### src/rtl/ufm_page_fetch_pkg.sv
// Shared constants for the UFM page fetcher: EFB CFG register offsets, opcodes,
// FSM state encoding and the command ROM that walks one fetch sequence.
package ufm_page_fetch_pkg;

  localparam logic [1:0] OFF_CR   = 2'd0;
  localparam logic [1:0] OFF_TXDR = 2'd1;
  localparam logic [1:0] OFF_SR   = 2'd2;
  localparam logic [1:0] OFF_RXDR = 2'd3;

  localparam logic [7:0] OP_ENABLE  = 8'h74;
  localparam logic [7:0] OP_SETADR  = 8'hB4;
  localparam logic [7:0] OP_READ    = 8'hCA;
  localparam logic [7:0] OP_DISABLE = 8'h26;
  localparam logic [7:0] OP_BYPASS  = 8'hFF;
  localparam logic [7:0] CR_OPEN    = 8'h80;
  localparam logic [7:0] CR_CLOSE   = 8'h00;

  localparam int PAGE_BYTES = 16;

  // ROM landmarks: page loop restart, end of READ command, close after RXDR reads, tail, last.
  localparam logic [5:0] IDX_PAGE       = 6'd7;
  localparam logic [5:0] IDX_RD_CMD_END = 6'd21;
  localparam logic [5:0] IDX_RD_CLOSE   = 6'd22;
  localparam logic [5:0] IDX_TAIL       = 6'd23;
  localparam logic [5:0] IDX_LAST       = 6'd33;

  typedef enum logic [2:0] {S_IDLE, S_CMD, S_RD, S_WAIT_STB, S_NEXT, S_DONE} state_e;
  typedef enum logic [1:0] {D_CONST, D_ADDR_HI, D_ADDR_LO} dsel_e;

  typedef struct packed {
    logic [1:0] off;
    dsel_e      sel;
    logic [7:0] data;
  } cmd_t;

  function automatic cmd_t cmd_rom(input logic [5:0] idx);
    cmd_t c;
    c.off  = OFF_TXDR;
    c.sel  = D_CONST;
    c.data = 8'h00;
    case (idx)
      6'd0, 6'd6, 6'd16, 6'd22, 6'd27, 6'd33: c.off = OFF_CR;
      6'd1, 6'd7, 6'd17, 6'd23, 6'd28: begin c.off = OFF_CR; c.data = CR_OPEN; end
      6'd2:  c.data = OP_ENABLE;
      6'd3:  c.data = 8'h08;
      6'd8:  c.data = OP_SETADR;
      6'd12: c.data = 8'h40;
      6'd14: c.sel  = D_ADDR_HI;
      6'd15: c.sel  = D_ADDR_LO;
      6'd18: c.data = OP_READ;
      6'd19: c.data = 8'h10;
      6'd21: c.data = 8'h01;
      6'd24: c.data = OP_DISABLE;
      6'd29, 6'd30, 6'd31, 6'd32: c.data = OP_BYPASS;
      default: ;
    endcase
    return c;
  endfunction

endpackage

### src/rtl/ufm_page_fetch_if.sv
// Wishbone master port to the EFB plus the byte-sequence port toward page_buffer.
interface ufm_page_fetch_if;
  logic       wb_cyc_o;
  logic       wb_stb_o;
  logic       wb_we_o;
  logic [7:0] wb_adr_o;
  logic [7:0] wb_dat_o;
  logic [7:0] wb_dat_i;
  logic       wb_ack_i;
  logic       seq_stb;
  logic [7:0] data_seq;
  logic       seq_valid;

  modport master (
    output wb_cyc_o, wb_stb_o, wb_we_o, wb_adr_o, wb_dat_o, data_seq, seq_valid,
    input  wb_dat_i, wb_ack_i, seq_stb
  );

  modport slave (
    input  wb_cyc_o, wb_stb_o, wb_we_o, wb_adr_o, wb_dat_o, data_seq, seq_valid,
    output wb_dat_i, wb_ack_i, seq_stb
  );
endinterface

### src/rtl/ufm_page_fetch_efb_wb_xfer.sv
// Single classic Wishbone transfer engine. Launches on req while idle, ends on
// ack or after WB_TIMEOUT cycles without one; cyc is always low >=1 cycle between transfers.
module efb_wb_xfer #(
  parameter int WB_TIMEOUT = 255
) (
  input  logic       clk,
  input  logic       rst,
  input  logic       req,
  input  logic       we,
  input  logic [7:0] adr,
  input  logic [7:0] wdat,
  output logic       ack,
  output logic [7:0] rdat,
  output logic       timeout,
  output logic       wb_cyc,
  output logic       wb_we,
  output logic [7:0] wb_adr,
  output logic [7:0] wb_wdat,
  input  logic [7:0] wb_rdat,
  input  logic       wb_ack
);
  logic [7:0] cnt;

  assign ack     = wb_cyc & wb_ack;
  assign rdat    = wb_rdat;
  assign timeout = wb_cyc & ~wb_ack & (cnt == 8'(WB_TIMEOUT - 1));

  always_ff @(posedge clk) begin
    if (rst) begin
      wb_cyc  <= 1'b0;
      wb_we   <= 1'b0;
      wb_adr  <= 8'h00;
      wb_wdat <= 8'h00;
      cnt     <= 8'h00;
    end else if (wb_cyc) begin
      cnt <= cnt + 8'd1;
      if (wb_ack || timeout) wb_cyc <= 1'b0;
    end else if (req) begin
      wb_cyc  <= 1'b1;
      wb_we   <= we;
      wb_adr  <= adr;
      wb_wdat <= wdat;
      cnt     <= 8'h00;
    end
  end
endmodule

### src/rtl/ufm_page_fetch.sv
// Streams page_count consecutive 16-byte UFM pages out of the MachXO2 EFB CFG port
// into page_buffer, one byte per seq_stb.
module ufm_page_fetch
  import ufm_page_fetch_pkg::*;
#(
  parameter int         PAGE_ADDR_W = 14,
  parameter logic [7:0] CFG_BASE    = 8'h70,
  parameter int         WB_TIMEOUT  = 255
) (
  input  logic                   clk,
  input  logic                   rst,
  input  logic                   start,
  input  logic [PAGE_ADDR_W-1:0] page_addr,
  input  logic [7:0]             page_count,
  output logic                   busy,
  output logic                   done,
  output logic                   err,
  ufm_page_fetch_if.master       bus
);
  state_e                 state, state_nxt;
  logic [5:0]             idx;
  logic [3:0]             byte_cnt;
  logic [7:0]             page_cnt;
  logic [PAGE_ADDR_W-1:0] addr;
  logic [13:0]            addr14;
  logic [7:0]             data_q;
  logic                   valid_q, err_q;
  cmd_t                   cmd;
  logic                   req, we, x_ack, x_to;
  logic [7:0]             adr, wdat, x_rdat;

  assign cmd           = cmd_rom(idx);
  assign addr14        = 14'(addr);
  assign err           = err_q;
  assign bus.data_seq  = data_q;
  assign bus.seq_valid = valid_q;
  assign bus.wb_stb_o  = bus.wb_cyc_o;

  efb_wb_xfer #(.WB_TIMEOUT(WB_TIMEOUT)) u_xfer (
    .clk(clk), .rst(rst), .req(req), .we(we), .adr(adr), .wdat(wdat),
    .ack(x_ack), .rdat(x_rdat), .timeout(x_to),
    .wb_cyc(bus.wb_cyc_o), .wb_we(bus.wb_we_o), .wb_adr(bus.wb_adr_o),
    .wb_wdat(bus.wb_dat_o), .wb_rdat(bus.wb_dat_i), .wb_ack(bus.wb_ack_i)
  );

  always_ff @(posedge clk) begin
    if (rst) state <= S_IDLE;
    else     state <= state_nxt;
  end

  always_comb begin
    state_nxt = state;
    case (state)
      S_IDLE: if (start) state_nxt = S_CMD;
      S_CMD: begin
        if (x_to) state_nxt = S_IDLE;
        else if (x_ack) begin
          if (idx == IDX_RD_CMD_END)    state_nxt = S_WAIT_STB;
          else if (idx == IDX_RD_CLOSE) state_nxt = S_NEXT;
          else if (idx == IDX_LAST)     state_nxt = S_DONE;
        end
      end
      // Skip the cycle seq_valid is high so one strobe level is not consumed twice.
      S_WAIT_STB: if (bus.seq_stb && !valid_q) state_nxt = S_RD;
      S_RD: begin
        if (x_to) state_nxt = S_IDLE;
        else if (x_ack) state_nxt = (byte_cnt == 4'(PAGE_BYTES - 1)) ? S_CMD : S_WAIT_STB;
      end
      S_NEXT:  state_nxt = S_CMD;
      S_DONE:  state_nxt = S_IDLE;
      default: state_nxt = S_IDLE;
    endcase
  end

  always_comb begin
    req  = 1'b0;
    we   = 1'b0;
    adr  = CFG_BASE + {6'b0, OFF_RXDR};
    wdat = cmd.data;
    busy = (state != S_IDLE) && (state != S_DONE);
    done = (state == S_DONE);
    case (state)
      S_CMD: begin
        req = 1'b1;
        we  = 1'b1;
        adr = CFG_BASE + {6'b0, cmd.off};
      end
      S_RD:    req = 1'b1;
      default: ;
    endcase
    case (cmd.sel)
      D_ADDR_HI: wdat = {2'b00, addr14[13:8]};
      D_ADDR_LO: wdat = addr14[7:0];
      default:   ;
    endcase
  end

  always_ff @(posedge clk) begin
    if (rst) begin
      idx      <= 6'd0;
      byte_cnt <= 4'd0;
      page_cnt <= 8'd0;
      addr     <= '0;
      data_q   <= 8'h00;
      valid_q  <= 1'b0;
      err_q    <= 1'b0;
    end else begin
      valid_q <= 1'b0;
      if (x_to) err_q <= 1'b1;
      case (state)
        S_IDLE: if (start) begin
          idx      <= 6'd0;
          byte_cnt <= 4'd0;
          addr     <= page_addr;
          page_cnt <= (page_count == 8'd0) ? 8'd1 : page_count;
          err_q    <= 1'b0;
        end
        S_CMD: if (x_ack) idx <= idx + 6'd1;
        S_RD: if (x_ack) begin
          data_q   <= x_rdat;
          valid_q  <= 1'b1;
          byte_cnt <= byte_cnt + 4'd1;
        end
        S_NEXT: begin
          page_cnt <= page_cnt - 8'd1;
          if (page_cnt == 8'd1) idx <= IDX_TAIL;
          else begin
            idx  <= IDX_PAGE;
            addr <= addr + PAGE_ADDR_W'(1);
          end
        end
        default: ;
      endcase
    end
  end
endmodule

### src/flat_wrapper.sv
// flat-port wrapper written by rule: the top's interface ports become plain ports
module ufm_page_fetch_flat import ufm_page_fetch_pkg::*;
#(
  parameter int         PAGE_ADDR_W = 14,
  parameter logic [7:0] CFG_BASE    = 8'h70,
  parameter int         WB_TIMEOUT  = 255
)
  (clk, rst, start, page_addr, page_count, busy, done, err, bus_wb_cyc_o, bus_wb_stb_o, bus_wb_we_o, bus_wb_adr_o, bus_wb_dat_o, bus_data_seq, bus_seq_valid, bus_wb_dat_i, bus_wb_ack_i, bus_seq_stb);
  ufm_page_fetch_if bus_i ();
  input  logic clk;
  input  logic rst;
  input  logic start;
  input  logic [PAGE_ADDR_W-1:0] page_addr;
  input  logic [7:0] page_count;
  output logic busy;
  output logic done;
  output logic err;
  output wire logic [$bits(bus_i.wb_cyc_o)-1:0] bus_wb_cyc_o;
  output wire logic [$bits(bus_i.wb_stb_o)-1:0] bus_wb_stb_o;
  output wire logic [$bits(bus_i.wb_we_o)-1:0] bus_wb_we_o;
  output wire logic [$bits(bus_i.wb_adr_o)-1:0] bus_wb_adr_o;
  output wire logic [$bits(bus_i.wb_dat_o)-1:0] bus_wb_dat_o;
  output wire logic [$bits(bus_i.data_seq)-1:0] bus_data_seq;
  output wire logic [$bits(bus_i.seq_valid)-1:0] bus_seq_valid;
  input wire logic [$bits(bus_i.wb_dat_i)-1:0] bus_wb_dat_i;
  input wire logic [$bits(bus_i.wb_ack_i)-1:0] bus_wb_ack_i;
  input wire logic [$bits(bus_i.seq_stb)-1:0] bus_seq_stb;
  assign bus_wb_cyc_o = bus_i.wb_cyc_o;
  assign bus_wb_stb_o = bus_i.wb_stb_o;
  assign bus_wb_we_o = bus_i.wb_we_o;
  assign bus_wb_adr_o = bus_i.wb_adr_o;
  assign bus_wb_dat_o = bus_i.wb_dat_o;
  assign bus_data_seq = bus_i.data_seq;
  assign bus_seq_valid = bus_i.seq_valid;
  assign bus_i.wb_dat_i = bus_wb_dat_i;
  assign bus_i.wb_ack_i = bus_wb_ack_i;
  assign bus_i.seq_stb = bus_seq_stb;
  ufm_page_fetch #(.PAGE_ADDR_W(PAGE_ADDR_W), .CFG_BASE(CFG_BASE), .WB_TIMEOUT(WB_TIMEOUT)) u_core (.clk(clk), .rst(rst), .start(start), .page_addr(page_addr), .page_count(page_count), .busy(busy), .done(done), .err(err), .bus(bus_i));
endmodule
### config.mk
export PLATFORM = sky130hd
export DESIGN_NAME = ufm_page_fetch_flat
export DESIGN_NICKNAME = d
export VERILOG_FILES = /design/src/rtl/ufm_page_fetch_pkg.sv /design/src/rtl/ufm_page_fetch_if.sv /design/src/rtl/ufm_page_fetch_efb_wb_xfer.sv /design/src/rtl/ufm_page_fetch.sv /design/src/flat_wrapper.sv
export SDC_FILE = /design/constraint.sdc
export NUM_CORES = 1
export LEC_CHECK = 0
export CAP_MARGIN = 0
export CORE_MARGIN = 2
export CORE_UTILIZATION = 46
export CTS_CLUSTER_SIZE = 25
export DETAILED_ROUTE_END_ITERATION = 10
export PLACE_DENSITY = 0.83
export SYNTH_ARGS = -nofsm -noshare
export SYNTH_HDL_FRONTEND = slang
export SYNTH_SLANG_ARGS = --single-unit
### constraint.sdc
create_clock -name clk -period 2.7 [get_ports clk]
set_input_delay 0.54 -clock clk [delete_from_list [all_inputs] [get_ports clk]]
set_output_delay 0.54 -clock clk [all_outputs]
set_load 0.01 [all_outputs]
==> flow_summary.yaml, run 1 <==
detailed_routing:
  first_iter_violations: 304
  post-route-drc-count: 0
  wl_um: 10400
  first_pass_iters: 5
  postRouteAntennaNets: 0
  vias_per_cell: 6.00
  vias: 3861
  wl_per_cell_um: 16.2
power_and_ir_drop:
  seqPwrFrac: 0.391
  power.internal_mw: 2.10
  swShare: 0.369
  power_switching_mw: 1.23
  combPwrFrac: 0.353
  p_leak_nw: 1.67
  clkPwrFrac: 0.256
  powerDensity_nw_per_um2: 694
  ir_worst_vdd_mv: 0.326
floorplan:
  initial_utilization: 0.479
  die_w_um: 96.7
  core_area_um2: 8260
  dieArea_um2: 9360
  die_h_um: 96.7
  ios: 66
  row_count: 33
synthesis:
  synth_area_um2: 3960
  yosysWarningCount: 0
  synth_edf_count: 0
  synth-seq-cells: 66
  synth_cell_types: 77
  synth_mux_area_frac: 0.0357
  ys_seq_area_frac: 0.334
  synthXorXnorAreaFrac: 0.0262
  ys_async_sr_fraction: 0
  yosysTopAreaCell: "dfxtp_1"
  synth_area_leaders: "dfxtp_1, a21oi_1, nor2_1"
  synth_top_area_share: 0.334
  syn_inst: 486
  synth_top_family_by_area: "simple AND/OR/NAND/NOR gates"
  synthSimpleGateAreaFrac: 0.258
  synthAdderAreaFrac: 0.0380
  synthFlopType: "dfxtp_1"
  synth_compound_area_frac: 0.230
  syn_avg_cell_area_um2: 8.14
timing:
  maxSlewViolCount: 0
  clock_skew_ns: 0.00644
  maxSlewHeadroom: 0.395
  period_share: 0.905
  hold_viol_final: 0
  max_freq_ghz: 0.409
  worst_slew_pin_slew_ns: 0.902
  finalHoldWorstSlack_ns: 0.455
  setup_viol: 0
  rsz0062_at_grt: "false"
  finalCriticalPeriod_ns: 2.44
  fin_tns_setup_ns: 0
clocking:
  cts.sinks: 66
  cts_buffers: 9
  clk_pin_slew_ns: 0.08
  cts_hold_buf: 0
  cts.htree.levels: 3
  cts_resized: 0
  clock_latency_ns: 0.35
  post_cts_buffers: 0
  clockBufferDepth: 2
  cts_tree: "yes"
  cts-root-buf: "clkbuf_8"
place:
  port_buffers: 62
  dp.final_hpwl_um: 7230
  gp_congestion: 0.888
global_route:
  grtUsageTotal: 0.221
  grt_pass1_wl_um: 17400
  overflow: 0
  grt_max_degree: 40
  grt_pass1_vias: 3744
  antenna_found_initial: 0
hold_path:
  worstHoldPathType: "reg -> reg"
worst_setup_path:
  path_class: "reg -> out"
  critPathLaunchType: "register"
  path_max_fanout: 16
  endpoint_kind: "output port"
  required_ns: 2.16
  arrival_ns: 1.90
cells_and_area:
  layout-drive-gt1-share: 0.100
  fillers: 719
  nNetsFinal: 581
  area_growth_syn_to_layout_pct: 21.1
  num_antenna_cells: 0
status:
  outcome: "complete, no violations"
job:
  max_cap_violations: 0
[layout by cell type, fill, tap and decap left out, drive strengths merged, types with 4 or more instances in the layout]
cell type	instances
a211oi	14
a21oi	48
a221oi	5
a311oi	5
and3	6
buf	18
clkbuf	11
clkdlybuf4s50	61
dfxtp	66
ha	12
inv	19
mux2i	13
nand2	38
nand2b	6
nand3	17
nand4	9
nor2	43
nor3	26
nor3b	5
nor4	9
o21ai	23
o31ai	4
o32ai	7
or3	5
xnor2	4
xor2	7
[per-layer routing]
layer,GRT usage,vias up,wire length [um]
met2,0.361,160,5000
met4,0.0921,0,215
met1,0.292,1810,4490
li1,-,1871,-
met5,0,-,0
met3,0.0332,20,681
[cells in the mapped netlist, drive strengths merged (2+ instances only)]
cell	number
dfxtp	66
a21oi	48
nor2	43
nand2	38
buf	27
nor3	26
o21ai	23
inv	18
clkbuf	17
nand3	17
a211oi	14
mux2i	13
ha	12
nand4	9
nor4	9
o32ai	7
xor2	7
and3	6
nand2b	6
a221oi	5
a311oi	5
nor3b	5
or3	5
o31ai	4
xnor2	4
a211o	3
a22oi	3
nand3b	3
nor2b	3
nor4b	3
a2111oi	2
a2bb2oi	2
a31oi	2
and4b	2
o211ai	2
o221a	2
o22ai	2
o311ai	2
or3b	2
or4	2
[state kept, by name, summed over array words and instances, names as in the netlist]
register and count:
u_core.addr 14, u_core.bus.data_seq 8, u_core.page_cnt 8, u_core.u_xfer.cnt 8, u_core.u_xfer.wb_wdat 8, u_core.idx 6
u_core.byte_cnt 4, u_core.state 3, u_core.u_xfer.wb_adr 3, u_core.bus.seq_valid 1, u_core.err 1, u_core.u_xfer.wb_cyc 1
u_core.u_xfer.wb_we 1
[worst paths after layout]
kind,start,cells past startpoint,slack (ns),endpoint
setup / recovery,u_core.state[0],3,0.26,done
hold / removal,u_core.u_xfer.wb_wdat[3],2,0.45,u_core.u_xfer.wb_wdat[3]
setup reg to reg,u_core.idx[0],9,0.33,u_core.u_xfer.wb_wdat[0]
hold reg to reg,u_core.u_xfer.wb_wdat[3],2,0.45,u_core.u_xfer.wb_wdat[3]
[stage by stage]
step / instance area (um^2) / worst slack (ns) / power [mW] / utilization / cells
floorplan: 3960 / 0.328 / 2.08 / - / 488
global placement: 4600 / 0.305 / 2.42 / 0.557 / 628
detailed placement: 4600 / 0.254 / 2.47 / 0.557 / 628
CTS: 4790 / 0.258 / 3.32 / 0.580 / 643
global route: 4790 / 0.197 / 3.50 / 0.580 / 643
finish: 4790 / 0.258 / 3.32 / 0.580 / 643
[area by class of cell]
| type | count | area, um^2 | share of cell area |
|---|---|---|---|
| Multi-Input combinational cell | 360 | 2340 | 0.487 |
| Sequential cell | 66 | 1320 | 0.276 |
| Timing Repair Buffer | 79 | 743 | 0.155 |
| Clock buffer | 11 | 141 | 0.0295 |
| Tap cell | 105 | 131 | 0.0274 |
| Inverter | 18 | 67.6 | 0.0141 |
| Clock inverter | 4 | 51.3 | 0.0107 |
[power by group through the flow]
stage          clock network, mW  registers [mW]  logic (mW)
2_1_floorplan                  0            1.27       0.808
3_3_place_gp                   0            1.30        1.12
3_5_place_dp                   0            1.32        1.15
4_1_cts                    0.856            1.30        1.17
5_1_grt                    0.889            1.32        1.29
6_report                   0.850            1.30        1.17
[logic make-up after synthesis]
group	Yosys count
AOI/OAI and AO/OA	135
xor gates and xnor gates	11
adders and majority gates	12
buffers and inverters	62
DFF	66
muxes	14
other	1
and+or+nand+nor	185
[critical path, stage by stage, from the launching register on]
cell and delay, ns:
dfxtp_1 0.53, buf_4 0.29, and3_1 0.19, clkdlybuf4s50_1 0.53
Note: power is estimated with default switching activity, not from simulation.
==> run 2: changes to the inputs <==
- PLACE_DENSITY: 0.83 -> not set
- PLACE_DENSITY_LB_ADDON: not set -> 0.15
- SKIP_CTS_REPAIR_TIMING: not set -> 1
==> run 2 against run 1 <==
Effect of this change:
- sequential power about the same
- total power increased by 6.3%
- final area increased by 2.2%
- setup slack improved by 0.11 ns
- sequential cell count unchanged
- critical path type unchanged
==> flow_summary.yaml, run 2 (synthesis gave the netlist of run 1 again) <==
place:
  dp.final_hpwl_um: 6950
  dpl_cell_area_um2: 4640
  place_ws_ns: 0.329
  port_buffers: 62
  gp_congestion: 0.900
clocking:
  clk_pin_slew_ns: 0.07
  cts-root-buf: "clkbuf_8"
  clockBufferDepth: 2
  cts.htree.levels: 3
  clock_latency_ns: 0.35
  cts_buffers: 9
  cts_tree: "yes"
  cts.sinks: 66
cells_and_area:
  top_register: "u_core.addr"
  utilization: 0.593
  most-common-layout-cells: "dfxtp_1, clkdlybuf4s50_1, a21oi_1"
  layout-drive-gt1-share: 0.114
  fin_area_um2: 4900
  num_antenna_cells: 0
  nNetsFinal: 587
  largest_register_ffs: 14
  mostFrequentLayoutCell: "dfxtp_1"
  fillers: 755
  area_growth_syn_to_layout_pct: 23.8
global_route:
  antenna_found_initial: 0
  grt_pass1_wl_um: 16800
  grt_pass1_vias: 3544
  grt_max_degree: 29
  grtUsageTotal: 0.212
  overflow: 0
floorplan:
  initial_utilization: 0.479
  core_area_um2: 8260
  ios: 66
  die_w_um: 96.7
  row_count: 33
  die_h_um: 96.7
  dieArea_um2: 9360
timing:
  hold_viol_final: 0
  finalCriticalPeriod_ns: 2.33
  fin_tns_setup_ns: 0
  fin_ws_ns: 0.370
  rsz0062_at_grt: "false"
  setup_viol: 0
  maxSlewHeadroom: 0.585
  clock_skew_ns: 0.00576
  maxSlewViolCount: 0
  max_freq_ghz: 0.429
  period_share: 0.863
  worst_slew_pin_slew_ns: 0.622
worst_setup_path:
  startpoint: "u_core.state[2]"
  endpoint_kind: "output port"
  path_class: "reg -> out"
  critPathLaunchType: "register"
  required_ns: 2.16
  path_max_fanout: 10
  reg2reg_from: "u_core.idx[1]"
  reg2reg_to: "u_core.u_xfer.wb_wdat[3]"
  crit_end: "done"
  arrival_ns: 1.79
  rrSetupSlack_ns: 0.40
  reg2reg_depth: 9
detailed_routing:
  m1WireLength_um: 4750
  post-route-drc-count: 0
  first_iter_violations: 198
  first_pass_iters: 4
  route.met3.wl_um: 470
  postRouteAntennaNets: 0
  vias_per_cell: 5.78
  wl_met2_um: 4600
  wl_um: 9900
  wl_per_cell_um: 15.2
  vias: 3757
  top_layer: "met4"
power_and_ir_drop:
  powerDensity_nw_per_um2: 722
  ir_worst_vdd_mv: 0.328
  total_power_mw: 3.53
  p_leak_nw: 1.74
status:
  outcome: "complete, no violations"
job:
  max_cap_violations: 0
hold_path:
  worstHoldPathType: "reg -> reg"
run 2: cell count changes in the layout (fill, tap and decap cells not counted):
cell        previous run  this run
clkinvlp_4             1         0
buf_4                 17        23
clkinv_2               1         2
clkbuf_8              10        11
clkbuf_1               1         0
inv_6                  1         0
bufinv_16              1         3
run 2: per-layer routing:
layer | global-route usage | vias to the layer above
met2 | 0.336 | 93
met1 | 0.295 | 1767
met4 | 0.0520 | 0
met3 | 0.0462 | 7
met5 | 0 | -
li1 | - | 1890
run 2: per-stage QoR:
step	hold slack, ns	std cells
2_1_floorplan	0.470	488
3_3_place_gp	0.446	634
3_5_place_dp	0.449	634
4_1_cts	0.459	650
5_1_grt	0.496	650
6_report	0.456	650
run 2: layout make-up:
| class | instances | area, um^2 | area share |
|---|---|---|---|
| tap | 105 | 131 | 0.0268 |
| clock inverter | 5 | 100 | 0.0204 |
| clock buffer | 11 | 151 | 0.0309 |
| multi-input combinational | 360 | 2340 | 0.477 |
| inverter | 18 | 67.6 | 0.0138 |
| sequential | 66 | 1320 | 0.270 |
| timing repair buffer | 85 | 788 | 0.161 |
run 2: where the power goes:
| part | internal [mW] | switching [mW] | total (mW) |
|---|---|---|---|
| Combinational | 0.552 | 0.620 | 1.17 |
| Sequential | 1.11 | 0.184 | 1.30 |
| Clock | 0.661 | 0.403 | 1.06 |
| Total | 2.33 | 1.21 | 3.53 |
run 2: worst min-delay path by stage:
stage | startpoint | endpoint | slack [ns] | cells past startpoint
2_1_floorplan | u_core.u_xfer.cnt[4] | u_core.u_xfer.cnt[4] | 0.47 | 2
3_3_place_gp | u_core.u_xfer.wb_wdat[4] | u_core.u_xfer.wb_wdat[4] | 0.45 | 2
3_5_place_dp | u_core.u_xfer.wb_wdat[4] | u_core.u_xfer.wb_wdat[4] | 0.45 | 2
4_1_cts | u_core.u_xfer.wb_wdat[4] | u_core.u_xfer.wb_wdat[4] | 0.46 | 2
5_1_grt | u_core.u_xfer.wb_wdat[4] | u_core.u_xfer.wb_wdat[4] | 0.50 | 2
6_report | u_core.u_xfer.wb_wdat[4] | u_core.u_xfer.wb_wdat[4] | 0.46 | 2
run 2: critical path: stages (launching register included):
cell	delay [ns]
dfxtp_1	0.51
buf_4	0.24
and3_1	0.16
clkdlybuf4s50_1	0.53
